## src/rtl/irq_ctrl.sv

```systemverilog
// Machine-mode interrupt/trap sequencer: WFI sleep, interrupt entry and MRET return.
// Optional macro IRQ_SYNC_EN adds a 2-flop synchronizer on ext_irq/timer_irq.
module irq_ctrl #(
  parameter logic [31:0] MTVEC_RST = 32'h0000_0100,
  parameter int          IRQ_W     = 2
) (
  input  logic        clk,
  input  logic        rst,
  input  logic        ext_irq,
  input  logic        timer_irq,
  input  logic        valid_ID,
  input  logic        isWFI_ID,
  input  logic        isMRET_ID,
  input  logic [31:0] pc_ID,
  input  logic        csr_we,
  input  logic [11:0] csr_addr,
  input  logic [31:0] csr_wdata,
  output logic [31:0] csr_rdata,
  output logic        stall_wfi,
  output logic        flush,
  output logic        redirect,
  output logic [31:0] redirect_pc
);

  typedef enum logic [1:0] {RUN = 2'd0, SLEEP = 2'd1, TRAP = 2'd2, RET = 2'd3} state_t;

  localparam logic [31:0] CAUSE_EXT   = 32'h8000_000B;
  localparam logic [31:0] CAUSE_TIMER = 32'h8000_0007;
  localparam logic [31:0] ALIGN_MASK  = 32'hFFFF_FFFC;

  logic [IRQ_W-1:0] irq_raw;
  logic [IRQ_W-1:0] irq_s;

  assign irq_raw = {ext_irq, timer_irq};

`ifdef IRQ_SYNC_EN
  logic [IRQ_W-1:0] sync1_q, sync1_d;
  logic [IRQ_W-1:0] sync2_q, sync2_d;

  always_comb begin
    sync1_d = irq_raw;
    sync2_d = sync1_q;
  end

  always_ff @(posedge clk) begin
    if (rst) begin
      sync1_q <= {IRQ_W{1'b0}};
      sync2_q <= {IRQ_W{1'b0}};
    end else begin
      sync1_q <= sync1_d;
      sync2_q <= sync2_d;
    end
  end

  assign irq_s = sync2_q;
`else
  assign irq_s = irq_raw;
`endif

  state_t      state_q, state_d;
  logic        mstatus_mie_q, mstatus_mie_d;
  logic        mstatus_mpie_q, mstatus_mpie_d;
  logic [1:0]  mie_q, mie_d;           // [1] MEIE, [0] MTIE
  logic [31:0] mtvec_q, mtvec_d;
  logic [31:0] mepc_q, mepc_d;
  logic [31:0] mcause_q, mcause_d;
  logic [31:0] wfi_pc_q, wfi_pc_d;
  logic        stall_wfi_q, stall_wfi_d;
  logic        flush_q, flush_d;
  logic        redirect_q, redirect_d;
  logic [31:0] redirect_pc_q, redirect_pc_d;

  logic        pend_s;
  logic [31:0] cause_s;
  logic        take_trap_s;
  logic [31:0] trap_epc_s;

  assign pend_s  = |(irq_s & mie_q);
  assign cause_s = (irq_s[1] && mie_q[1]) ? CAUSE_EXT : CAUSE_TIMER;

  always_comb begin
    state_d        = state_q;
    mstatus_mie_d  = mstatus_mie_q;
    mstatus_mpie_d = mstatus_mpie_q;
    mie_d          = mie_q;
    mtvec_d        = mtvec_q;
    mepc_d         = mepc_q;
    mcause_d       = mcause_q;
    wfi_pc_d       = wfi_pc_q;
    stall_wfi_d    = 1'b0;
    flush_d        = 1'b0;
    redirect_d     = 1'b0;
    redirect_pc_d  = 32'h0;
    take_trap_s    = 1'b0;
    trap_epc_s     = 32'h0;

    if (csr_we) begin
      case (csr_addr)
        12'h300: begin
          mstatus_mie_d  = csr_wdata[3];
          mstatus_mpie_d = csr_wdata[7];
        end
        12'h304: mie_d    = {csr_wdata[11], csr_wdata[7]};
        12'h305: mtvec_d  = csr_wdata & ALIGN_MASK;
        12'h341: mepc_d   = csr_wdata & ALIGN_MASK;
        12'h342: mcause_d = csr_wdata;
        default: ;
      endcase
    end

    // FSM updates come after software writes so they take precedence
    case (state_q)
      RUN: begin
        if (valid_ID) begin
          if (isMRET_ID) begin
            state_d        = RET;
            flush_d        = 1'b1;
            redirect_d     = 1'b1;
            redirect_pc_d  = mepc_q;
            mstatus_mie_d  = mstatus_mpie_q;
            mstatus_mpie_d = 1'b1;
          end else if (pend_s && mstatus_mie_q) begin
            take_trap_s = 1'b1;
            trap_epc_s  = pc_ID & ALIGN_MASK;
          end else if (isWFI_ID) begin
            state_d     = SLEEP;
            stall_wfi_d = 1'b1;
            wfi_pc_d    = (pc_ID + 32'd4) & ALIGN_MASK;
          end else begin
            state_d = RUN;
          end
        end else begin
          state_d = RUN;
        end
      end
      SLEEP: begin
        if (pend_s) begin
          if (mstatus_mie_q) begin
            take_trap_s = 1'b1;
            trap_epc_s  = wfi_pc_q;
          end else begin
            state_d = RUN;
          end
        end else begin
          stall_wfi_d = 1'b1;
        end
      end
      TRAP:    state_d = RUN;
      RET:     state_d = RUN;
      default: state_d = RUN;
    endcase

    if (take_trap_s) begin
      state_d        = TRAP;
      flush_d        = 1'b1;
      redirect_d     = 1'b1;
      redirect_pc_d  = mtvec_q;
      mepc_d         = trap_epc_s;
      mcause_d       = cause_s;
      mstatus_mpie_d = mstatus_mie_q;
      mstatus_mie_d  = 1'b0;
    end else begin
      trap_epc_s = trap_epc_s;
    end
  end

  always_ff @(posedge clk) begin
    if (rst) begin
      state_q        <= RUN;
      mstatus_mie_q  <= 1'b0;
      mstatus_mpie_q <= 1'b0;
      mie_q          <= 2'b00;
      mtvec_q        <= MTVEC_RST & ALIGN_MASK;
      mepc_q         <= 32'h0;
      mcause_q       <= 32'h0;
      wfi_pc_q       <= 32'h0;
      stall_wfi_q    <= 1'b0;
      flush_q        <= 1'b0;
      redirect_q     <= 1'b0;
      redirect_pc_q  <= 32'h0;
    end else begin
      state_q        <= state_d;
      mstatus_mie_q  <= mstatus_mie_d;
      mstatus_mpie_q <= mstatus_mpie_d;
      mie_q          <= mie_d;
      mtvec_q        <= mtvec_d;
      mepc_q         <= mepc_d;
      mcause_q       <= mcause_d;
      wfi_pc_q       <= wfi_pc_d;
      stall_wfi_q    <= stall_wfi_d;
      flush_q        <= flush_d;
      redirect_q     <= redirect_d;
      redirect_pc_q  <= redirect_pc_d;
    end
  end

  always_comb begin
    csr_rdata = 32'h0;
    case (csr_addr)
      12'h300: csr_rdata = {19'h0, 2'b11, 3'b000, mstatus_mpie_q, 3'b000, mstatus_mie_q, 3'b000};
      12'h304: csr_rdata = {20'h0, mie_q[1], 3'b000, mie_q[0], 7'h0};
      12'h344: csr_rdata = {20'h0, irq_s[1], 3'b000, irq_s[0], 7'h0};
      12'h305: csr_rdata = mtvec_q;
      12'h341: csr_rdata = mepc_q;
      12'h342: csr_rdata = mcause_q;
      default: csr_rdata = 32'h0;
    endcase
  end

  assign stall_wfi   = stall_wfi_q;
  assign flush       = flush_q;
  assign redirect    = redirect_q;
  assign redirect_pc = redirect_pc_q;

endmodule
```

## config.mk

```make
export PLATFORM = sky130hd
export DESIGN_NAME = irq_ctrl
export DESIGN_NICKNAME = d
export VERILOG_FILES = /design/src/rtl/irq_ctrl.sv
export SDC_FILE = /design/constraint.sdc
export NUM_CORES = 1
export LEC_CHECK = 0
export CAP_MARGIN = 15
export CORE_MARGIN = 2
export CORE_UTILIZATION = 47
export CTS_CLUSTER_SIZE = 16
export DETAILED_ROUTE_END_ITERATION = 10
export MAX_ROUTING_LAYER = met4
export PLACE_DENSITY = 0.77
export SYNTH_ARGS = -nofsm -noshare
export SYNTH_HDL_FRONTEND = slang
export SYNTH_SLANG_ARGS = --single-unit
```

## constraint.sdc

```tcl
create_clock -name clk -period 3 [get_ports clk]
set_clock_uncertainty 0.1 [all_clocks]
set_input_delay 0.75 -clock clk [delete_from_list [all_inputs] [get_ports clk]]
set_output_delay 0.75 -clock clk [all_outputs]
set_load 0.01 [all_outputs]
```

Yosys cells after proc, flatten, opt, wreduce, memory -nomap -nowiden
Index checks and enable logic that the tools add are counted.
{"block": "word_totals", "register_bits": 164, "out_inout_bits": 67, "inputBits": 84, "word_cells": 104}
{"block": "classes", "mux": 53, "n_eq_ne": 15, "add_sub_neg": 1, "n_reduce_logical": 17, "n_bitwise": 5}
{"op": "2-to-1 mux 32 bit", "n": 15}
{"op": "case mux 32 bit (6 select lines)", "n": 1}
{"op": "equality test 12 x 10 -> 1 bit, second input constant", "n": 6}
{"op": "case mux 32 bit (2 select lines)", "n": 1}
{"op": "adder 32 x 3 -> 32 bit, second input constant", "n": 1}
{"op": "2-to-1 mux 1 bit", "n": 26}
{"op": "2-to-1 mux 2 bit", "n": 6}
{"op": "AND reduction 2 bit", "n": 4}
{"op": "!= test 3 bit, second input constant", "n": 2}
{"op": "case mux 2 bit (3 select lines)", "n": 1}
{"op": "AND reduction 3 bit", "n": 2}
{"op": "nonzero test 2 bit", "n": 3}
{"op": "OR reduction 2 bit", "n": 3}
{"op": "!= test 5 bit, second input constant", "n": 1}
{"op": "AND reduction 5 bit", "n": 1}
{"op": "OR reduction 5 bit", "n": 1}
{"op": "equality test 2 bit, second input constant", "n": 2}
{"op": "2-to-1 mux 4 bit", "n": 1}
{"op": "!= test 2 bit, second input constant", "n": 2}
{"op": "!= test 4 bit, second input constant", "n": 1}
{"op": "inverter 1 bit", "n": 4}
{"op": "case mux 1 bit (2 select lines)", "n": 2}
{"op": "bitwise AND 2 bit", "n": 1}
{"op": "equality test 2 x 1 -> 1 bit, second input constant", "n": 1}
{"op": "other kinds (2)", "n": 3}

Depth between registers and ports, before layout
Gate-level depths: netlist of the first run.
{"block": "logic_depth", "ltp_word": 9, "mapped_depth": 8, "ltp_nobuf": 6}

Worst setup path after synthesis of the first run
Ideal clock, no wire load.
{"block": "synth_path", "kind": "input -> output", "from": "in csr_addr[10]", "to": "out csr_rdata[13]", "t_arrival_ns": 2.191, "required_ns": 2.150, "path_slack_ns": -0.041, "path_buffers": 2, "path_stages": 7, "cell_sequence": "nand4bb_4 or3b_1 buf_6 nor2_2 buf_2 a222oi_1 inv_1"}
{"block": "synth_via", "elab_chain_cells": 2, "word_cells_on_any_way": 7, "classes_between": "6 x eq/ne; 1 x mux"}
{"element": "from (decl)", "line": "16", "text": "input logic [11:0] csr_addr,"}
{"element": "equality test 12 x 10 -> 1 bit", "line": "199", "text": "case (csr_addr)"}
{"element": "case mux 32 bit (6 select lines) *", "line": "199"}
{"element": "to (decl)", "line": "18", "text": "output logic [31:0] csr_rdata,"}
Every way passes the cells marked *; elsewhere a longest branch is shown, timed or not.

Worst setup path after layout of the first run
{"block": "layout_path", "from": "in csr_addr[11]", "to": "out csr_rdata[9]"}
The elaborated chain is that of the path after synthesis.

==> results.yml, run 1 <==
worst_setup_path:
  crit_family: "simple AND/OR/NAND/NOR gates"
  cp-end-kind: "primary output"
  arrival_ns: 2.31
  crit_chain: "buf_6 > nand4bb_4 > or3b_4 > nor2_4 > buf_6 > buf_8 > buf_16 > a222oi_1 > inv_1 > buf_2"
  cpPeakStageDelay_ns: 0.44
  path_common_cell: "buf_6"
  slowest_stage: "or3b_4"
  worstPathMaxFanout: 6
  worst-path-buf-inv: 6
  crit_required_ns: 2.15
  crit_type: "in -> out"
  cp-start-kind: "input port"
clock_tree:
  clock_latency_ns: 0.43
  cts_buffers: 17
  clk_pin_slew_ns: 0.06
  cts_tree: "built"
  ctsHtreeMaxLevel: 4
  numClockSinks: 160
  ctsRootBufferMaster: "clkbuf_16"
  hold_buffers: 0
  cts.path.max_buffers: 2
timing:
  rsz0062_at_grt: "true"
  finalMaxSlewViolations: 0
  finalHoldViolCount: 0
  setup_ws_ns: -0.1627
  finalSetupViolCount: 29
  fin_crit_sh_pct: 105.4
  hold_ws_ns: 0.3696
  fin_crit_ns: 3.163
  max_freq_mhz: 316.2
floorplan:
  initial_core_util_pct: 48.18
  die_area_mm2: 0.01660
  ios: 151
  dieWidth_um: 128.8
  rows: 45
  fp.coreArea_mm2: 0.01520
  die_y_um: 128.8
place:
  routabilityCongestion: 0.8865
  portBuffers: 146
  pre_cts_ws_ns: -0.7863
  dp_cells: 1164
  dp_hpwl_um: 14650
detailed_routing:
  wl_um: 23240
  wl_per_cell_um: 19.06
  drtIter0Drc: 984
  postRouteAntennaNets: 0
  firstDrtPassIters: 6
  drc: 0
  num_vias: 7278
  viasPerCell: 5.970
yosys:
  ys_warn_count: 0
  synth_area_mm2: 0.007325
  yosysUniqueCellTypes: 53
  ys_ff_latch: 160
  synth_edf_count: 0
  ys_async_sr_fraction_pct: 0
  ys.flop_type: "dfxtp_1"
  synth.avg_cell_area_um2: 8.857
  synth_seq_area_share_pct: 43.73
  syn-instance-count: 827
hold_path:
  hold_class: "reg -> reg"
global_route:
  track_usage_pct: 28.28
  antenna_found_initial: 0
  grt_pass1_wl_um: 35550
  grt_start_max_net_pins: 76
  grt_pass1_vias: 6621
  grt.overflow.total: 0
job:
  cap_violations: 0
cells_and_area:
  fin_cells: 1219
  fillers: 1208
  diodes: 0
  nets: 1103
  area_delta_synth_final_pct: 39.82
  drive_above_1_share_pct: 22.21
power_and_ir_drop:
  p_per_area_mw_per_mm2: 465.6
  peakVddDrop_mv: 0.3985
  p_leak_nw: 3.800
outcome:
  violations: "negative setup slack"
  status: "finished with violations"
==> worst register-to-register path, delay by kind of cell (launching register included) <==
kind / cells / cell delay [ns]
compound gates: 2 / 0.20
simple gates: 3 / 0.83
flops: 1 / 0.47
buf+inv: 1 / 0.35
==> worst paths after layout <==
| check | from | endpoint | slack [ns] | cells past startpoint |
|---|---|---|---|---|
| hold reg to reg | mtvec_q[29] | mtvec_q[29] | 0.37 | 2 |
| hold / removal | mtvec_q[29] | mtvec_q[29] | 0.37 | 2 |
| setup / recovery | csr_addr[11] | csr_rdata[9] | -0.16 | 10 |
| setup reg to reg | state_q[0] | mepc_q[23] | 0.95 | 6 |
==> Yosys cell counts, types with 26 or more instances <==
| master | count | area (µm²) |
|---|---|---|
| a222oi_1 | 26 | 260.3 |
| inv_1 | 28 | 105.1 |
| a211oi_1 | 39 | 292.8 |
| a22oi_1 | 34 | 255.2 |
| clkbuf_1 | 33 | 123.9 |
| nand2_1 | 93 | 349.1 |
| a22o_1 | 58 | 508.0 |
| a21oi_1 | 36 | 180.2 |
| nor3_1 | 31 | 155.2 |
| dfxtp_1 | 160 | 3203 |
| nor2_1 | 104 | 390.4 |
==> per-layer routing <==
layer	global-route usage, %	wire length [µm]
met4	9.847	720
met5	-	0
met1	38.02	9645
met2	42.55	10770
met3	5.613	2106
==> per-stage QoR <==
step	setup TNS (ns)	cell area, µm²	utilization [%]	power, mW
2_1_floorplan	0	7350	-	2.371
3_3_place_gp	-26.76	9415	61.93	2.602
3_5_place_dp	-27.89	9415	61.93	2.605
4_1_cts	-2.547	10140	66.69	4.766
5_1_grt	-4.273	10240	67.37	4.902
6_report	-2.825	10240	67.37	4.769
==> registers in the layout (all words and copies together) (netlist names) <==
| register | count |
|---|---|
| mcause_q | 32 |
| mstatus_mie_q | 1 |
| mtvec_q | 30 |
| stall_wfi | 1 |
| redirect_pc | 30 |
| mstatus_mpie_q | 1 |
| mepc_q | 30 |
| redirect | 1 |
| state_q | 2 |
| mie_q | 2 |
| wfi_pc_q | 30 |
==> power by group <==
group          leakage [nW]  total (mW)  switching, mW  internal, mW
Sequential             1.29        2.17         0.0176          2.15
Clock                 0.284        2.19          0.927          1.27
Combinational          2.22       0.409          0.215         0.194
Total                  3.80        4.77           1.16          3.61
==> logic make-up after synthesis <==
logic type                 Yosys count  share of synthesized area [%]
AOI/OAI and AO/OA                  236                          26.26
xor gates and xnor gates            28                          3.348
adders and majority gates            1                         0.1708
buffers and inverters               97                          6.509
DFF                                160                          43.73
muxes                                6                         0.8200
other                                1                        0.05120
and+or+nand+nor                    298                          19.12
==> what timing repair did <==
item                       in CTS  in global routing
setup buffers                  20                  3
setup endpoints to repair      32                 32
gates resized for setup       195                 27
cloned                          3                  3
pin swaps                      30                 17
==> final cells by class <==
cell class                      count  area, µm²  share of cell area (%)
Multi-Input combinational cell    571       3796                   37.07
Tap cell                          188      235.2                   2.297
Inverter                           28      105.1                   1.026
Clock buffer                       19      442.9                   4.325
Sequential cell                   160       3203                   31.28
Timing Repair Buffer              240       2305                   22.50
Clock inverter                     13      153.9                   1.503
==> cells in the final DEF (no fill, tap or decap), drive strengths merged, types with 4 or more instances in the layout <==
cell	count
nor2	107
a222oi	26
a31oi	7
a21oi	36
clkinv	4
and3	5
a211oi	59
nand3	19
clkdlybuf4s50	101
dfxtp	160
buf	133
and2	4
nand2	94
inv	32
mux2i	6
a22oi	34
nand4	11
xnor2	8
clkbuf	24
a22o	58
xor2	20
o21ai	5
nor3	37
nor4	5
No activity file was read; power rests on OpenSTA's default activity.
==> run 2: changes to the inputs <==
--- a/config.mk
+++ b/config.mk
@@ -10,7 +10,6 @@
 export CORE_UTILIZATION = 47
 export CTS_CLUSTER_SIZE = 16
 export DETAILED_ROUTE_END_ITERATION = 10
-export MAX_ROUTING_LAYER = met4
 export PLACE_DENSITY = 0.77
 export SYNTH_ARGS = -nofsm -noshare
 export SYNTH_HDL_FRONTEND = slang
==> run 2 against run 1 <==
The run still ends with negative setup slack left. Via count up 0.22%. Sequential power about the same. Global-route usage down 0.93 points. Power about the same. Sequential share of layout area unchanged. Critical path depth unchanged. Final cell count unchanged. Die area unchanged. Combinational power about the same. Worst hold slack better by 0.0014 ns. Non-clock buffer count unchanged. Register-to-register slack better by 0.03 ns. Critical path type unchanged. Critical endpoint is now csr_rdata[27].
==> results.yml, run 2 (same netlist as run 1, synthesis figures left out) <==
clock_tree:
  clock_latency_ns: 0.43
  ctsRootBufferMaster: "clkbuf_16"
  cts_buffers: 17
  clk_pin_slew_ns: 0.06
  cts.path.max_buffers: 2
  cts_tree: "built"
  numClockSinks: 160
  ctsHtreeMaxLevel: 4
power_and_ir_drop:
  power_mw: 4.767
  peakVddDrop_mv: 0.3972
  p_per_area_mw_per_mm2: 465.5
  p_leak_nw: 3.800
  clkPwrFrac_pct: 46.0
  p_seq_share_pct: 45.5
  swShare_pct: 24.28
  pwr-share-comb_pct: 8.6
  p_int_mw: 3.610
  net-switching-power_mw: 1.158
global_route:
  grt_pass1_vias: 6622
  track_usage_pct: 27.35
  grt_pass1_wl_um: 35530
  grt_start_max_net_pins: 76
  grt.overflow.total: 0
  antenna_found_initial: 0
detailed_routing:
  wl_per_cell_um: 19.06
  viasPerCell: 5.984
  drc: 0
  firstDrtPassIters: 8
  drtIter0Drc: 967
  postRouteAntennaNets: 0
  wl_um: 23240
  num_vias: 7294
worst_setup_path:
  cpPeakStageDelay_ns: 0.44
  worstRegToRegCells: 6
  slowest_stage: "or3b_4"
  worst-path-buf-inv: 6
  crit_type: "in -> out"
  crit_chain: "buf_6 > nand4bb_4 > or3b_4 > nor2_4 > buf_6 > buf_8 > buf_16 > a222oi_1 > inv_1 > buf_2"
  arrival_ns: 2.32
  cp-start-kind: "input port"
  crit_family: "simple AND/OR/NAND/NOR gates"
  crit_required_ns: 2.15
  path_common_cell: "buf_6"
  reg2reg_slack_ns: 0.98
  cp-end-kind: "primary output"
  cp-startpoint: "csr_addr[11]"
  r2r_end: "mepc_q[23]"
  reg2reg_from: "state_q[0]"
  worstPathMaxFanout: 6
floorplan:
  die_y_um: 128.8
  ios: 151
  initial_core_util_pct: 48.18
  fp.coreArea_mm2: 0.01520
  dieWidth_um: 128.8
  die_area_mm2: 0.01660
  rows: 45
hold_path:
  holdPathEnd: "mtvec_q[29]"
  hold_start: "mtvec_q[29]"
  holdPathStages: 2
  hold_class: "reg -> reg"
timing:
  finalMaxSlewViolations: 0
  max_freq_mhz: 315.6
  tns_ns: -2.869
  finalHoldViolCount: 0
  setup_ws_ns: -0.1682
  fin_crit_sh_pct: 105.6
  rsz0062_at_grt: "true"
  hold_ws_ns: 0.3710
  finalSetupViolCount: 29
  fin_crit_ns: 3.168
place:
  routabilityCongestion: 0.8723
  dp_hpwl_um: 14650
  portBuffers: 146
job:
  cap_violations: 0
cells_and_area:
  largest_reg_flops: 32
  area_delta_synth_final_pct: 39.82
  fillers: 1208
  nets: 1103
  drive_above_1_share_pct: 22.21
  mostFrequentLayoutCells: "160 x dfxtp_1, 101 x clkdlybuf4s50_1, 99 x nor2_1, 92 x nand2_1, 61 x buf_4"
  diodes: 0
  layout_commonest_cell: "dfxtp_1"
  regMostFlops: "mcause_q"
outcome:
  status: "finished with violations"
  violations: "negative setup slack"
-- run 2: area by class of cell --
cell class	instances	area, µm²	share of cell area, %
clock inverters	13	153.9	1.503
flip-flops and latches	160	3203	31.28
well taps	188	235.2	2.297
multi-input cells	571	3796	37.07
clock buffers	19	442.9	4.325
repair buffers	240	2305	22.50
inverters	28	105.1	1.026
-- run 2: worst max-delay path by stage --
stage                    end  cells past startpoint
6_report       csr_rdata[27]                     10
5_1_grt        csr_rdata[27]                     10
4_1_cts        csr_rdata[29]                     11
3_5_place_dp   csr_rdata[29]                      7
3_3_place_gp   csr_rdata[29]                      7
2_1_floorplan  csr_rdata[13]                      7
-- run 2: metrics by stage --
| stage | util [%] | instance area (µm²) | setup WS, ns | instances |
|---|---|---|---|---|
| 2_1_floorplan | - | 7350 | 0.04987 | 828 |
| 3_5_place_dp | 61.93 | 9415 | -0.7863 | 1164 |
| 5_1_grt | 67.37 | 10240 | -0.2073 | 1219 |
| 3_3_place_gp | 61.93 | 9415 | -0.7837 | 1164 |
| 6_report | 67.37 | 10240 | -0.1682 | 1219 |
| 4_1_cts | 66.69 | 10140 | -0.1859 | 1218 |
-- run 2: power by group through the flow --
stage | clock [mW] | sequential (mW) | combinational (mW)
floorplan | 0 | 2.21 | 0.161
global placement | 0 | 2.21 | 0.388
detailed placement | 0 | 2.21 | 0.391
CTS | 2.20 | 2.17 | 0.399
global route | 2.29 | 2.17 | 0.436
finish | 2.19 | 2.17 | 0.409
-- run 2: per-layer routing --
| layer | wire [µm] | vias to the layer above | track usage, % |
|---|---|---|---|
| li1 | - | 3403 | - |
| met1 | 9616 | 3429 | 37.81 |
| met2 | 10910 | 417 | 42.73 |
| met3 | 2040 | 45 | 5.281 |
| met4 | 674 | 0 | 9.847 |
| met5 | 0 | - | 0 |
-- run 2: timing repair --
| item | in CTS | in global routing |
|---|---|---|
| endpoints found under the setup margin | 32 | 32 |
| pin swaps | 30 | 17 |
| buffers inserted | 20 | 3 |
| gates cloned | 3 | 3 |
| hold buffers | 0 | 0 |
| gates resized for setup | 195 | 27 |
-- run 2: worst reg2reg max path: stages, from the launching register on --
cell      delay (ns)
dfxtp_1         0.37
nor4b_2         0.44
buf_4           0.35
a22oi_1         0.15
nor2_1          0.21
a211oi_2        0.06
nor3_1          0.23
==> run 3: changes to the inputs <==
--- a/config.mk
+++ b/config.mk
@@ -6,7 +6,7 @@
 export NUM_CORES = 1
 export LEC_CHECK = 0
 export CAP_MARGIN = 15
-export CORE_MARGIN = 2
+export CORE_MARGIN = 1.5
 export CORE_UTILIZATION = 47
 export CTS_CLUSTER_SIZE = 16
 export DETAILED_ROUTE_END_ITERATION = 10
==> run 3 against run 2 <==
The run still ends with negative setup slack left. Wire length fell by 0.31%. Setup slack improved by 0.016 ns. Final cell count barely moved.
==> results.yml, run 3 (same netlist as run 1, synthesis figures left out) <==
cells_and_area:
  fillers: 1221
  layout_commonest_cell: "dfxtp_1"
  drive_above_1_share_pct: 22.04
  area_delta_synth_final_pct: 39.07
  largest_reg_flops: 32
  multi_input_area_mm2: 0.003785
  post-route-util_pct: 67.00
  fin_cells: 1218
  nets: 1102
  mostFrequentLayoutCells: "160 x dfxtp_1, 101 x nor2_1, 101 x clkdlybuf4s50_1, 93 x nand2_1, 62 x buf_4"
  regArea_mm2: 0.003203
  regMostFlops: "mcause_q"
  diodes: 0
place:
  pre_cts_ws_ns: -0.8264
  routabilityCongestion: 0.8268
  portBuffers: 146
  dp_cells: 1164
  dp_hpwl_um: 15210
outcome:
  violations: "negative setup slack"
  status: "finished with violations"
timing:
  hold_ws_ns: 0.3758
  fin_crit_ns: 3.152
  rsz0062_at_grt: "true"
  setup_ws_ns: -0.1519
  fin_crit_sh_pct: 105.1
  finalHoldViolCount: 0
  max_freq_mhz: 317.3
  finalMaxSlewViolations: 0
  finalSetupViolCount: 30
global_route:
  grt_start_max_net_pins: 84
  grt_pass1_vias: 6623
  track_usage_pct: 27.58
  grt.overflow.total: 0
  grt_pass1_wl_um: 35340
  antenna_found_initial: 0
detailed_routing:
  drc: 0
  postRouteAntennaNets: 0
  firstDrtPassIters: 7
  wl_per_cell_um: 19.02
  viasPerCell: 6.002
  wl_um: 23170
  drtIter0Drc: 922
  num_vias: 7310
clock_tree:
  hold_buffers: 0
  clock_latency_ns: 0.43
  cts_buffers: 17
  cts.path.max_buffers: 2
  numClockSinks: 160
  ctsRootBufferMaster: "clkbuf_16"
  cts_tree: "built"
  clk_pin_slew_ns: 0.06
  ctsHtreeMaxLevel: 4
floorplan:
  initial_core_util_pct: 48.18
  dieWidth_um: 127.8
  die_y_um: 127.8
  fp.coreArea_mm2: 0.01520
  rows: 45
  ios: 151
  die_area_mm2: 0.01634
worst_setup_path:
  reg2reg_slack_ns: 1.10
  crit_required_ns: 2.15
  cp-end-kind: "primary output"
  worstPathMaxFanout: 5
  cp-startpoint: "csr_addr[3]"
  reg2reg_from: "mie_q[1]"
  arrival_ns: 2.30
  crit_type: "in -> out"
  cp-start-kind: "input port"
power_and_ir_drop:
  p_leak_nw: 3.775
  p_per_area_mw_per_mm2: 446.5
  power_mw: 4.548
  peakVddDrop_mv: 0.4086
hold_path:
  hold_start: "wfi_pc_q[3]"
  hold_class: "reg -> reg"
job:
  cap_violations: 0
## run 3: changes by cell type in the layout (fill, tap and decap cells not counted), sizes merged
cell,change
clkbuf,-2
inv,+2
clkinv,+3
clkinvlp,-2
bufinv,-2
dlygate4sd2,+1
clkdlybuf4s15,-1
## run 3: worst paths after layout
path,end,cells after the start
max,csr_rdata[13],9
min,wfi_pc_q[3],2
max reg2reg,mepc_q[9],6
min reg2reg,wfi_pc_q[3],2
## run 3: final cells by class
class / count / share of cell area [%]
Tap cell: 188 / 2.309
Timing Repair Buffer: 239 / 22.80
Multi-Input combinational cell: 571 / 37.16
Clock buffer: 18 / 4.213
Inverter: 28 / 1.032
Sequential cell: 160 / 31.45
Clock inverter: 14 / 1.044
## run 3: metal layers
metal  vias to the layer above  routed length (µm)  global-route usage (%)
met1                      3466                9598                   36.54
met2                       395               11100                   45.19
met3                        45                1959                   5.384
met5                         -                   0                       0
li1                       3404                   -                       -
met4                         0                 503                   9.253
## run 3: where the power goes
part	total (mW)	internal, mW	switching (mW)
combinational	0.408	0.194	0.213
sequential	2.17	2.15	0.0172
clock	1.97	1.07	0.903
## run 3: timing repair
action | in CTS | in global routing
endpoints found under the setup margin | 32 | 32
cloned | 3 | 4
gates resized for setup | 195 | 31
pin swaps | 8 | 27
setup buffers | 12 | 8
## run 3: critical path: stages
cell,delay (ns)
buf_8,0.10
or3b_4,0.40
nor4_4,0.33
buf_4,0.20
buf_6,0.11
buf_8,0.12
a222oi_1,0.10
inv_1,0.07
buf_2,0.12
## run 3: through the flow
step	setup TNS, ns	instance area [µm²]
2_1_floorplan	0	7350
3_3_place_gp	-26.09	9365
3_5_place_dp	-27.90	9365
4_1_cts	-1.981	10040
5_1_grt	-4.886	10190
6_report	-3.050	10190
